<file path="config.mk">
export PLATFORM = sky130hd
export DESIGN_NAME = apple_gen_flat
export DESIGN_NICKNAME = d
export VERILOG_FILES = /design/src/rtl/snake_pkg.sv /design/src/rtl/apple_gen_if.sv /design/src/rtl/apple_gen_lfsr16.sv /design/src/rtl/apple_gen.sv /design/src/flat_wrapper.sv
export SDC_FILE = /design/constraint.sdc
export NUM_CORES = 1
export LEC_CHECK = 0
export BUFFER_PORTS_ARGS = -buffer_cell sky130_fd_sc_hd__buf_2
export CAP_MARGIN = 20
export CORE_ASPECT_RATIO = 1.25
export CORE_MARGIN = 4
export CORE_UTILIZATION = 58
export CTS_CLUSTER_SIZE = 25
export DETAILED_ROUTE_END_ITERATION = 10
export PLACE_DENSITY_LB_ADDON = 0.05
export SYNTH_ARGS = -nofsm -noshare
export SYNTH_HDL_FRONTEND = slang
export SYNTH_SLANG_ARGS = --single-unit
</file>
<file path="constraint.sdc">
create_clock -name clk -period 5 [get_ports clk]
set_input_delay 1.25 -clock clk [delete_from_list [all_inputs] [get_ports clk]]
set_output_delay 1.25 -clock clk [all_outputs]
set_load 0.01 [all_outputs]
</file>
<file path="src/rtl/snake_pkg.sv">
// snake_pkg: constants and types shared by the snake controller and the apple generator
package snake_pkg;
  localparam logic [1:0] GS_RESTART = 2'b00;
  localparam logic [1:0] GS_PLAY = 2'b10;
  localparam logic [5:0] X_MIN = 6'd1;
  localparam logic [5:0] X_MAX = 6'd28;
  localparam logic [5:0] Y_MIN = 6'd1;
  localparam logic [5:0] Y_MAX = 6'd15;
  localparam int CELL_SHIFT = 4;
  localparam logic [11:0] H_RES = 12'd480;
  localparam logic [11:0] V_RES = 12'd272;
  typedef enum logic [1:0] {ARMED, EAT, SPAWN} apple_state_t;
  function automatic logic in_field(input logic [5:0] x, input logic [5:0] y);
    return x >= X_MIN && x <= X_MAX && y >= Y_MIN && y <= Y_MAX;
  endfunction
endpackage

</file>
<file path="src/rtl/apple_gen_if.sv">
// apple_gen_if: game status, head, scan position in; apple cell, grow request, pixel flag out
interface apple_gen_if;
  logic [1:0] game_status;
  logic [5:0] head_x;
  logic [5:0] head_y;
  logic [11:0] x_pos;
  logic [11:0] y_pos;
  logic [5:0] apple_x;
  logic [5:0] apple_y;
  logic add_cube;
  logic apple_pix;
  logic [7:0] eat_cnt;
  modport master(output game_status, head_x, head_y, x_pos, y_pos,
                 input apple_x, apple_y, add_cube, apple_pix, eat_cnt);
  modport slave(input game_status, head_x, head_y, x_pos, y_pos,
                output apple_x, apple_y, add_cube, apple_pix, eat_cnt);
endinterface

</file>
<file path="src/rtl/apple_gen_lfsr16.sv">
// lfsr16: 16-bit right-shifting Galois LFSR; a zero seed is replaced by 1
module lfsr16 #(
  parameter logic [15:0] SEED = 16'hACE1,
  parameter logic [15:0] TAPS = 16'hB400
) (
  input  logic        clk,
  input  logic        rst,
  input  logic        en,
  output logic [15:0] q
);
  localparam logic [15:0] INIT = (SEED == 16'd0) ? 16'd1 : SEED;
  // shift right, folding the taps in whenever a one falls out
  always_ff @(posedge clk)
    if (rst) q <= INIT;
    else if (en) q <= (q >> 1) ^ (q[0] ? TAPS : 16'd0);
endmodule

</file>
<file path="src/rtl/apple_gen.sv">
// apple_gen: apple cell holder, eat detector, grow pulse and respawn for the snake game
module apple_gen
  import snake_pkg::*;
#(
  parameter logic [15:0] SEED = 16'hACE1,
  parameter int ADD_PULSE = 4,
  parameter int MAX_TRIES = 32,
  parameter logic [5:0] INIT_X = 6'd24,
  parameter logic [5:0] INIT_Y = 6'd10
) (
  input logic clk,
  input logic rst,
  apple_gen_if.slave bus
);
  localparam int TW = $clog2(MAX_TRIES + 1);
  localparam logic [3:0] PULSE_LAST = 4'(ADD_PULSE - 1);
  localparam logic [TW-1:0] TRY_LAST = TW'(MAX_TRIES - 1);
  apple_state_t state;
  logic [15:0] lfsr;
  logic [5:0] apple_x, apple_y, cx, cy, fb_x, fb_y;
  logic [3:0] pulse_cnt;
  logic [TW-1:0] tries;
  logic [7:0] eat_cnt;
  logic add_cube, hit, accept, unused_bits;
  lfsr16 #(.SEED(SEED)) u_lfsr (.clk(clk), .rst(rst), .en(1'b1), .q(lfsr));
  assign unused_bits = ^{lfsr[15:12], lfsr[7:5]};
  assign cx = {1'b0, lfsr[4:0]} + 6'd1;
  assign cy = {2'b0, lfsr[11:8]} + 6'd1;
  assign accept = in_field(cx, cy) && !(cx == bus.head_x && cy == bus.head_y);
  assign fb_x = bus.head_x <= 6'd14 ? 6'd21 : 6'd7;
  assign fb_y = bus.head_y <= 6'd8 ? 6'd12 : 6'd4;
  assign hit = bus.game_status == GS_PLAY && bus.head_x == apple_x && bus.head_y == apple_y;
  assign bus.apple_x = apple_x;
  assign bus.apple_y = apple_y;
  assign bus.add_cube = add_cube;
  assign bus.eat_cnt = eat_cnt;
  assign bus.apple_pix = bus.x_pos < H_RES && bus.y_pos < V_RES && state != SPAWN &&
                         bus.x_pos[CELL_SHIFT +: 6] == apple_x && bus.y_pos[CELL_SHIFT +: 6] == apple_y;
  // eat detection, grow pulse timing and respawn draws; RESTART overrides everything but rst
  always_ff @(posedge clk) begin
    if (rst || bus.game_status == GS_RESTART) begin
      state <= ARMED;
      apple_x <= INIT_X;
      apple_y <= INIT_Y;
      add_cube <= 1'b0;
      eat_cnt <= 8'd0;
      pulse_cnt <= 4'd0;
      tries <= '0;
    end else begin
      case (state)
        ARMED:
          if (hit) begin
            state <= EAT;
            add_cube <= 1'b1;
            pulse_cnt <= 4'd0;
            eat_cnt <= eat_cnt + {7'd0, eat_cnt != 8'hFF};
          end
        EAT:
          if (pulse_cnt == PULSE_LAST) begin
            state <= SPAWN;
            add_cube <= 1'b0;
            tries <= '0;
          end else pulse_cnt <= pulse_cnt + 4'd1;
        SPAWN:
          if (accept || tries == TRY_LAST) begin
            state <= ARMED;
            apple_x <= accept ? cx : fb_x;
            apple_y <= accept ? cy : fb_y;
          end else tries <= tries + TW'(1);
        default: state <= ARMED;
      endcase
    end
  end
endmodule

</file>
<file path="src/flat_wrapper.sv">
// flat-port wrapper written by rule: the top's interface ports become plain ports
module apple_gen_flat import snake_pkg::*;
#(
  parameter logic [15:0] SEED = 16'hACE1,
  parameter int ADD_PULSE = 4,
  parameter int MAX_TRIES = 32,
  parameter logic [5:0] INIT_X = 6'd24,
  parameter logic [5:0] INIT_Y = 6'd10
)
  (clk, rst, bus_game_status, bus_head_x, bus_head_y, bus_x_pos, bus_y_pos, bus_apple_x, bus_apple_y, bus_add_cube, bus_apple_pix, bus_eat_cnt);
  apple_gen_if bus_i ();
  input logic clk;
  input logic rst;
  input wire logic [$bits(bus_i.game_status)-1:0] bus_game_status;
  input wire logic [$bits(bus_i.head_x)-1:0] bus_head_x;
  input wire logic [$bits(bus_i.head_y)-1:0] bus_head_y;
  input wire logic [$bits(bus_i.x_pos)-1:0] bus_x_pos;
  input wire logic [$bits(bus_i.y_pos)-1:0] bus_y_pos;
  output wire logic [$bits(bus_i.apple_x)-1:0] bus_apple_x;
  output wire logic [$bits(bus_i.apple_y)-1:0] bus_apple_y;
  output wire logic [$bits(bus_i.add_cube)-1:0] bus_add_cube;
  output wire logic [$bits(bus_i.apple_pix)-1:0] bus_apple_pix;
  output wire logic [$bits(bus_i.eat_cnt)-1:0] bus_eat_cnt;
  assign bus_i.game_status = bus_game_status;
  assign bus_i.head_x = bus_head_x;
  assign bus_i.head_y = bus_head_y;
  assign bus_i.x_pos = bus_x_pos;
  assign bus_i.y_pos = bus_y_pos;
  assign bus_apple_x = bus_i.apple_x;
  assign bus_apple_y = bus_i.apple_y;
  assign bus_add_cube = bus_i.add_cube;
  assign bus_apple_pix = bus_i.apple_pix;
  assign bus_eat_cnt = bus_i.eat_cnt;
  apple_gen #(.SEED(SEED), .ADD_PULSE(ADD_PULSE), .MAX_TRIES(MAX_TRIES), .INIT_X(INIT_X), .INIT_Y(INIT_Y)) u_core (.clk(clk), .rst(rst), .bus(bus_i));
endmodule
</file>
Word-level counts from Yosys, hierarchy flattened
Index checks and enable logic that the tools add are counted.
{"block": "classes", "muxes": 18, "addsub": 5, "magnitude_cmp": 8, "multipliers": 0, "n_bitwise": 1, "eq_ne": 18, "n_reduce_logical": 24, "shifts": 0, "n_div": 0}
{"op": "6-bit == test", "n": 6}
{"op": "12-bit by 9-bit less-than comparator with 1-bit output, second input constant", "n": 2}
{"op": "6-bit two-way mux", "n": 4}
{"op": "6-bit by 4-bit <= comparator with 1-bit output, second input constant", "n": 3}
{"op": "16-bit two-way mux", "n": 1}
{"op": "15-bit by 16-bit XOR with 16-bit output", "n": 1}
{"op": "6-bit by 1-bit greater-or-equal comparator with 1-bit output, second input constant", "n": 2}
{"op": "4-bit two-way mux", "n": 3}
{"op": "6-bit case mux with 2 select lines", "n": 1}
{"op": "3-bit AND reduction", "n": 4}
{"op": "1-bit logical AND", "n": 11}
{"op": "8-bit by 1-bit adder with 8-bit output", "n": 1}
{"op": "8-bit inequality test, second input constant", "n": 1}
{"op": "4-bit case mux with 2 select lines", "n": 1}
{"op": "5-bit by 1-bit adder with 6-bit output, second input constant", "n": 1}
{"op": "6-bit by 1-bit adder with 6-bit output, second input constant", "n": 1}
{"op": "6-bit by 5-bit == test with 1-bit output, second input constant", "n": 1}
{"op": "6-bit by 5-bit <= comparator with 1-bit output, second input constant", "n": 1}
{"op": "2-bit two-way mux", "n": 3}
{"op": "2-bit by 1-bit inequality test with 1-bit output, second input constant", "n": 3}
{"op": "2-bit inequality test, second input constant", "n": 3}
{"op": "2-bit case mux with 3 select lines", "n": 1}
{"op": "4-bit by 1-bit adder with 5-bit output, second input constant", "n": 1}
{"op": "5-bit two-way mux", "n": 1}
{"op": "11 further kinds", "n": 17}
{"block": "totals", "romBits": 0, "out_inout_bits": 22, "elab_cells": 82, "regBits": 49, "mem_count": 0, "ramBits": 0, "latch_bits": 0}

Depth between registers and ports, before layout
{"block": "depth", "depth_word": 9, "mapped_depth": 10}

Modules after synthesis
From an unflattened synthesis, not the netlist that was laid out.
{"block": "hier_totals", "cells_unflattened": 364, "area_unflattened_um2": 3095.5}
{"module": "apple_gen", "cells_per_inst": 308, "area_per_inst_um2": 2466.1, "instances": 1}
{"module": "lfsr16", "cells_per_inst": 56, "area_per_inst_um2": 629.4, "instances": 1}

Worst setup path after synthesis
OpenSTA, ideal clock, no wires.
{"block": "synth_timing", "kind": "input to output", "startpoint": "input port bus_y_pos[8]", "endpoint": "output port bus_apple_pix", "slack_ns": 1.437, "t_required_ns": 3.750, "arrival_ns": 2.313, "path_buffers": 0, "stages": 4, "path_cell_list": "inv_1 > or3_1 > o31a_1 > nor4_1"}
{"block": "synth_via", "elab_chain_len": 5, "word_cells_on_any_way": 6, "classes_between": "order compare (1); eq/ne (1); reduce/logical (4)"}
{"element": "from (decl)", "line": "flat_wrapper.sv:18", "rtl": "input wire logic [$bits(bus_i.y_pos)-1:0] bus_y_pos;"}
{"element": "12-bit by 9-bit less-than comparator with 1-bit output", "line": "apple_gen.sv:37", "rtl": "assign bus.apple_pix = bus.x_pos < H_RES && bus.y_pos < V_RES && state != SPAWN &&"}
{"element": "1-bit logical AND (3 in series)", "line": "apple_gen.sv:37"}
{"element": "1-bit logical AND *", "line": "apple_gen.sv:38", "rtl": "bus.x_pos[CELL_SHIFT +: 6] == apple_x && bus.y_pos[CELL_SHIFT +: 6] == apple_y;"}
{"element": "to (decl)", "line": "flat_wrapper.sv:22", "rtl": "output wire logic [$bits(bus_i.apple_pix)-1:0] bus_apple_pix;"}
Mark *: on every way between the ends. The rest lies on a longest branch, timed or not.

Worst setup path after layout
Same ends and word-level chain as after synthesis.

==> results.md <==
- Share of the clock period used by the worst path after layout: 73.3%
- Final routed DRC violation total: 0
- Max-Cap Viols: 0
- Main flop type after synthesis: sky130_fd_sc_hd__dfxtp_1
- CTS clock-pin slew for the worst setup and hold paths: 80 ps
- Multi-input logic area: 1630 um^2
- Critical path's largest stage delay: 360 ps
- Number of optimization iterations in the first detailed-route pass: 6
- Reported leakage power: 0.00119 uW
- Count of nets left with antenna violations after detail routing: 0
- Global-route total usage across every layer: 20.7%
- Cells on worst reg2reg path: 7
- Fraction of synthesized cell area taken by the top area cell type: 35.4%
- Number of enable-type register cells in the synthesized netlist: 0
- Endpoint of the worst-slack reg-to-reg timing path: u_core.bus.apple_x[3]
- Final Instance Count excl. Fillers: 416
- Required time of the worst setup path: 3750 ps
- DRC violation total after the first TritonRoute iteration: 177
- Hold Path Class: flop to flop
- Congestion Overflow GR: 0
- TritonCTS sink count: 48
- CTS tree: done
- Post-Synthesis Net Count: 358
- Starting density of the core: 60.9%
- Data arrival, critical path: 2420 ps
- Reg-to-Reg Start: u_core.u_lfsr.q[0]
- Floorplan Core Area: 4460 um^2
- Routability-driven placement congestion ratio: 0.926
- Synth-to-Final Area Change: 13.4%
- Slew of the pin with the lowest slew margin: 734 ps
- Final worst clock skew: 6.09 ps
- Max-slew violation count: 0
- Async set-reset flop share out of synthesis: 0%
- Leading cell types in the layout, fill and taps excluded: sky130_fd_sc_hd__buf_2 (52), sky130_fd_sc_hd__dfxtp_1 (48), sky130_fd_sc_hd__xnor2_1 (27), sky130_fd_sc_hd__nor2_1 (23), sky130_fd_sc_hd__xor2_1 (17)
- Final net count: 406
- Largest fanout on the critical path: 2
- Post-route minimum period: 3670 ps
- Average instance area after synthesis: 8.79 um^2
- Filler cell count: 380
- Setup Fix Bufs, Post-CTS: 0
- Mapped Cells: 309
- Largest family of logic cells by synthesized area: simple AND/OR/NAND/NOR gates
- Wire length of the first global-routing pass: 10100 um
- Commonest non-fill, non-tap cell in the layout: sky130_fd_sc_hd__buf_2
- Highest Signal Layer: met4
- Clock Root Buffer: sky130_fd_sc_hd__clkbuf_8
- Number of endpoints with negative hold slack in the final report: 0
- Via count: 2322
- CP Launch Type: input port
- Kind of end point of the critical path: output port
- Routed WL: 5760 um
- HPWL Detailed: 4430 um
- Areal power density over the cells: 235 nW/um^2
- Number of global-route vias before repair: 2258
- Rows: 27
- Destination of the critical timing path: bus_apple_pix
- Proportion of layout cells with a drive suffix above 1: 21.2%
- # hold bufs at CTS: 0
- Peak supply drop: 0.000258 V
- Complex-gate fraction of the synthesized area: 12.4%
- Post-synthesis sequential area ratio: 35.4%
- Simple-gate area share of the yosys netlist: 26.4%
- Worst max-slew margin expressed relative to the limit: 51.1%
- H-tree levels: 2
- Resized Gates After CTS: 0
- Placed Cells: 408
- Number of primary I/O pins: 62
- Mux share of post-synthesis cell area: 2.58%
- Final total negative setup slack: 0 ps
- Per-cell routed wire length: 13.9 um
- Dominant cell type by count on the critical path: sky130_fd_sc_hd__buf_2
- Cell types occupying the most area after synthesis: sky130_fd_sc_hd__dfxtp_1 (35%), sky130_fd_sc_hd__xnor2_1 (8.7%), sky130_fd_sc_hd__xor2_1 (5.5%), sky130_fd_sc_hd__ha_1 (4.1%), sky130_fd_sc_hd__nor2_1 (3.2%)
- Flip-flop and latch count after synthesis: 48
- Critical-path top delay cell: sky130_fd_sc_hd__or3_1
- Die outline width: 69.2 um
- Maximum buffer depth of the clock tree: 2
- Sequential cell area in the final layout: 961 um^2
- Via/cell ratio: 5.58
- Antenna diode count: 0
- CTS buffer count: 5
- Die area: 5850 um^2
- RSZ-0062 raised after global routing: no
- Count of yosys warnings during synthesis: 0
- Number of buffers added on ports: 52
- Wl on met1: 2620 um
- Xor and xnor fraction of the mapped netlist area: 14.2%
- Chip height: 84.5 um
- Met3 wirelength from detailed routing: 325 um
- Pin count of the biggest net entering global routing: 26
- Clock network latency to the later pin of the worst-skew pair: 300 ps
- List of cells traversed by the critical path: buf_2 > inv_1 > or3_1 > o31a_1 > nor4_1 > buf_2
- Cell area after synthesis: 2720 um^2
- Met2 Routed Length: 2710 um
- Outcome: finished clean
- Initial antenna violation count: 0
- Post-synth top area cell: sky130_fd_sc_hd__dfxtp_1
- Internal reg-to-reg setup slack: 1860 ps
- Top achievable clock speed: 273 MHz
- Classification of the worst setup path: input port to output port
- Netlist cell types: 50
- Area share of fa/ha/maj cells after synthesis: 4.14%
- Number of failing setup endpoints in the final timing report: 0
- Launching element of the worst setup path: bus_y_pos[8]
## where the power goes
| part | internal, uW | switching (uW) |
|---|---|---|
| registers | 391 | 10.4 |
| logic | 39.5 | 46.5 |
| clock network | 112 | 126 |
| total | 543 | 183 |
## cell usage after synthesis (all sizes together) (9+ instances only)
cell	count
nand3	13
a21oi	12
nor2	23
xnor2	27
nand2	16
dfxtp	48
nand2b	10
inv	16
nor2b	9
nor4	13
ha	9
xor2	17
## registers in the layout, summed over array words and instances, names as in the netlist
signal,cells
u_core.bus.apple_x,6
u_core.bus.eat_cnt,8
u_core.state,2
u_core.bus.apple_y,5
u_core.bus.add_cube,1
u_core.tries,6
u_core.pulse_cnt,4
u_core.u_lfsr.q,16
## worst max-delay path: cells and delay by family
| family | cells | cell delay, ps |
|---|---|---|
| simple gates | 2 | 640 |
| buf+inv | 3 | 290 |
| compound gates | 1 | 240 |
## per-layer routing
layer / GRT usage (%) / vias to the layer above
li1: - / 1185
met1: 26.0 / 1068
met2: 34.0 / 59
met3: 5.27 / 10
met4: 7.64 / 0
met5: 0 / -
## worst min-delay path by stage
| stage | from | cells after the start | slack [ps] | endpoint |
|---|---|---|---|---|
| after floorplan | u_core.u_lfsr.q[12] | 1 | 390 | u_core.u_lfsr.q[11] |
| after global placement | u_core.u_lfsr.q[12] | 1 | 390 | u_core.u_lfsr.q[11] |
| after detailed placement | u_core.u_lfsr.q[12] | 1 | 400 | u_core.u_lfsr.q[11] |
| after CTS | u_core.u_lfsr.q[12] | 1 | 430 | u_core.u_lfsr.q[11] |
| after global routing | u_core.u_lfsr.q[7] | 1 | 450 | u_core.u_lfsr.q[6] |
| final | u_core.u_lfsr.q[12] | 1 | 420 | u_core.u_lfsr.q[11] |
## layout make-up
type / instances / share of cell area (%)
clock buffer: 7 / 2.80
timing repair buffer: 53 / 8.69
inverter: 16 / 1.95
multi-input combinational: 233 / 52.8
tap: 58 / 2.35
sequential: 48 / 31.2
clock inverter: 1 / 0.244
## kinds of logic (layout without fill, tap and decap cells)
family | Yosys count | in the layout
and+or+nand+nor | 125 | 125
other | 1 | 1
adders and majority gates | 9 | 9
muxes | 7 | 7
buffers and inverters | 28 | 77
xor gates and xnor gates | 44 | 44
DFF | 48 | 48
AOI/OAI and AO/OA | 47 | 47
## metrics by stage
stage | utilization (%) | hold slack, ps | setup slack (ps) | area [um^2] | power (uW)
finish | 69.1 | 415 | 1330 | 3080 | 725
CTS | 69.1 | 426 | 1280 | 3080 | 734
global route | 69.1 | 452 | 1160 | 3080 | 768
global placement | 67.0 | 395 | 1330 | 2990 | 494
detailed placement | 67.0 | 399 | 1280 | 2990 | 495
floorplan | - | 389 | 1440 | 2720 | 467
Note: power is estimated with default switching activity, not from simulation.
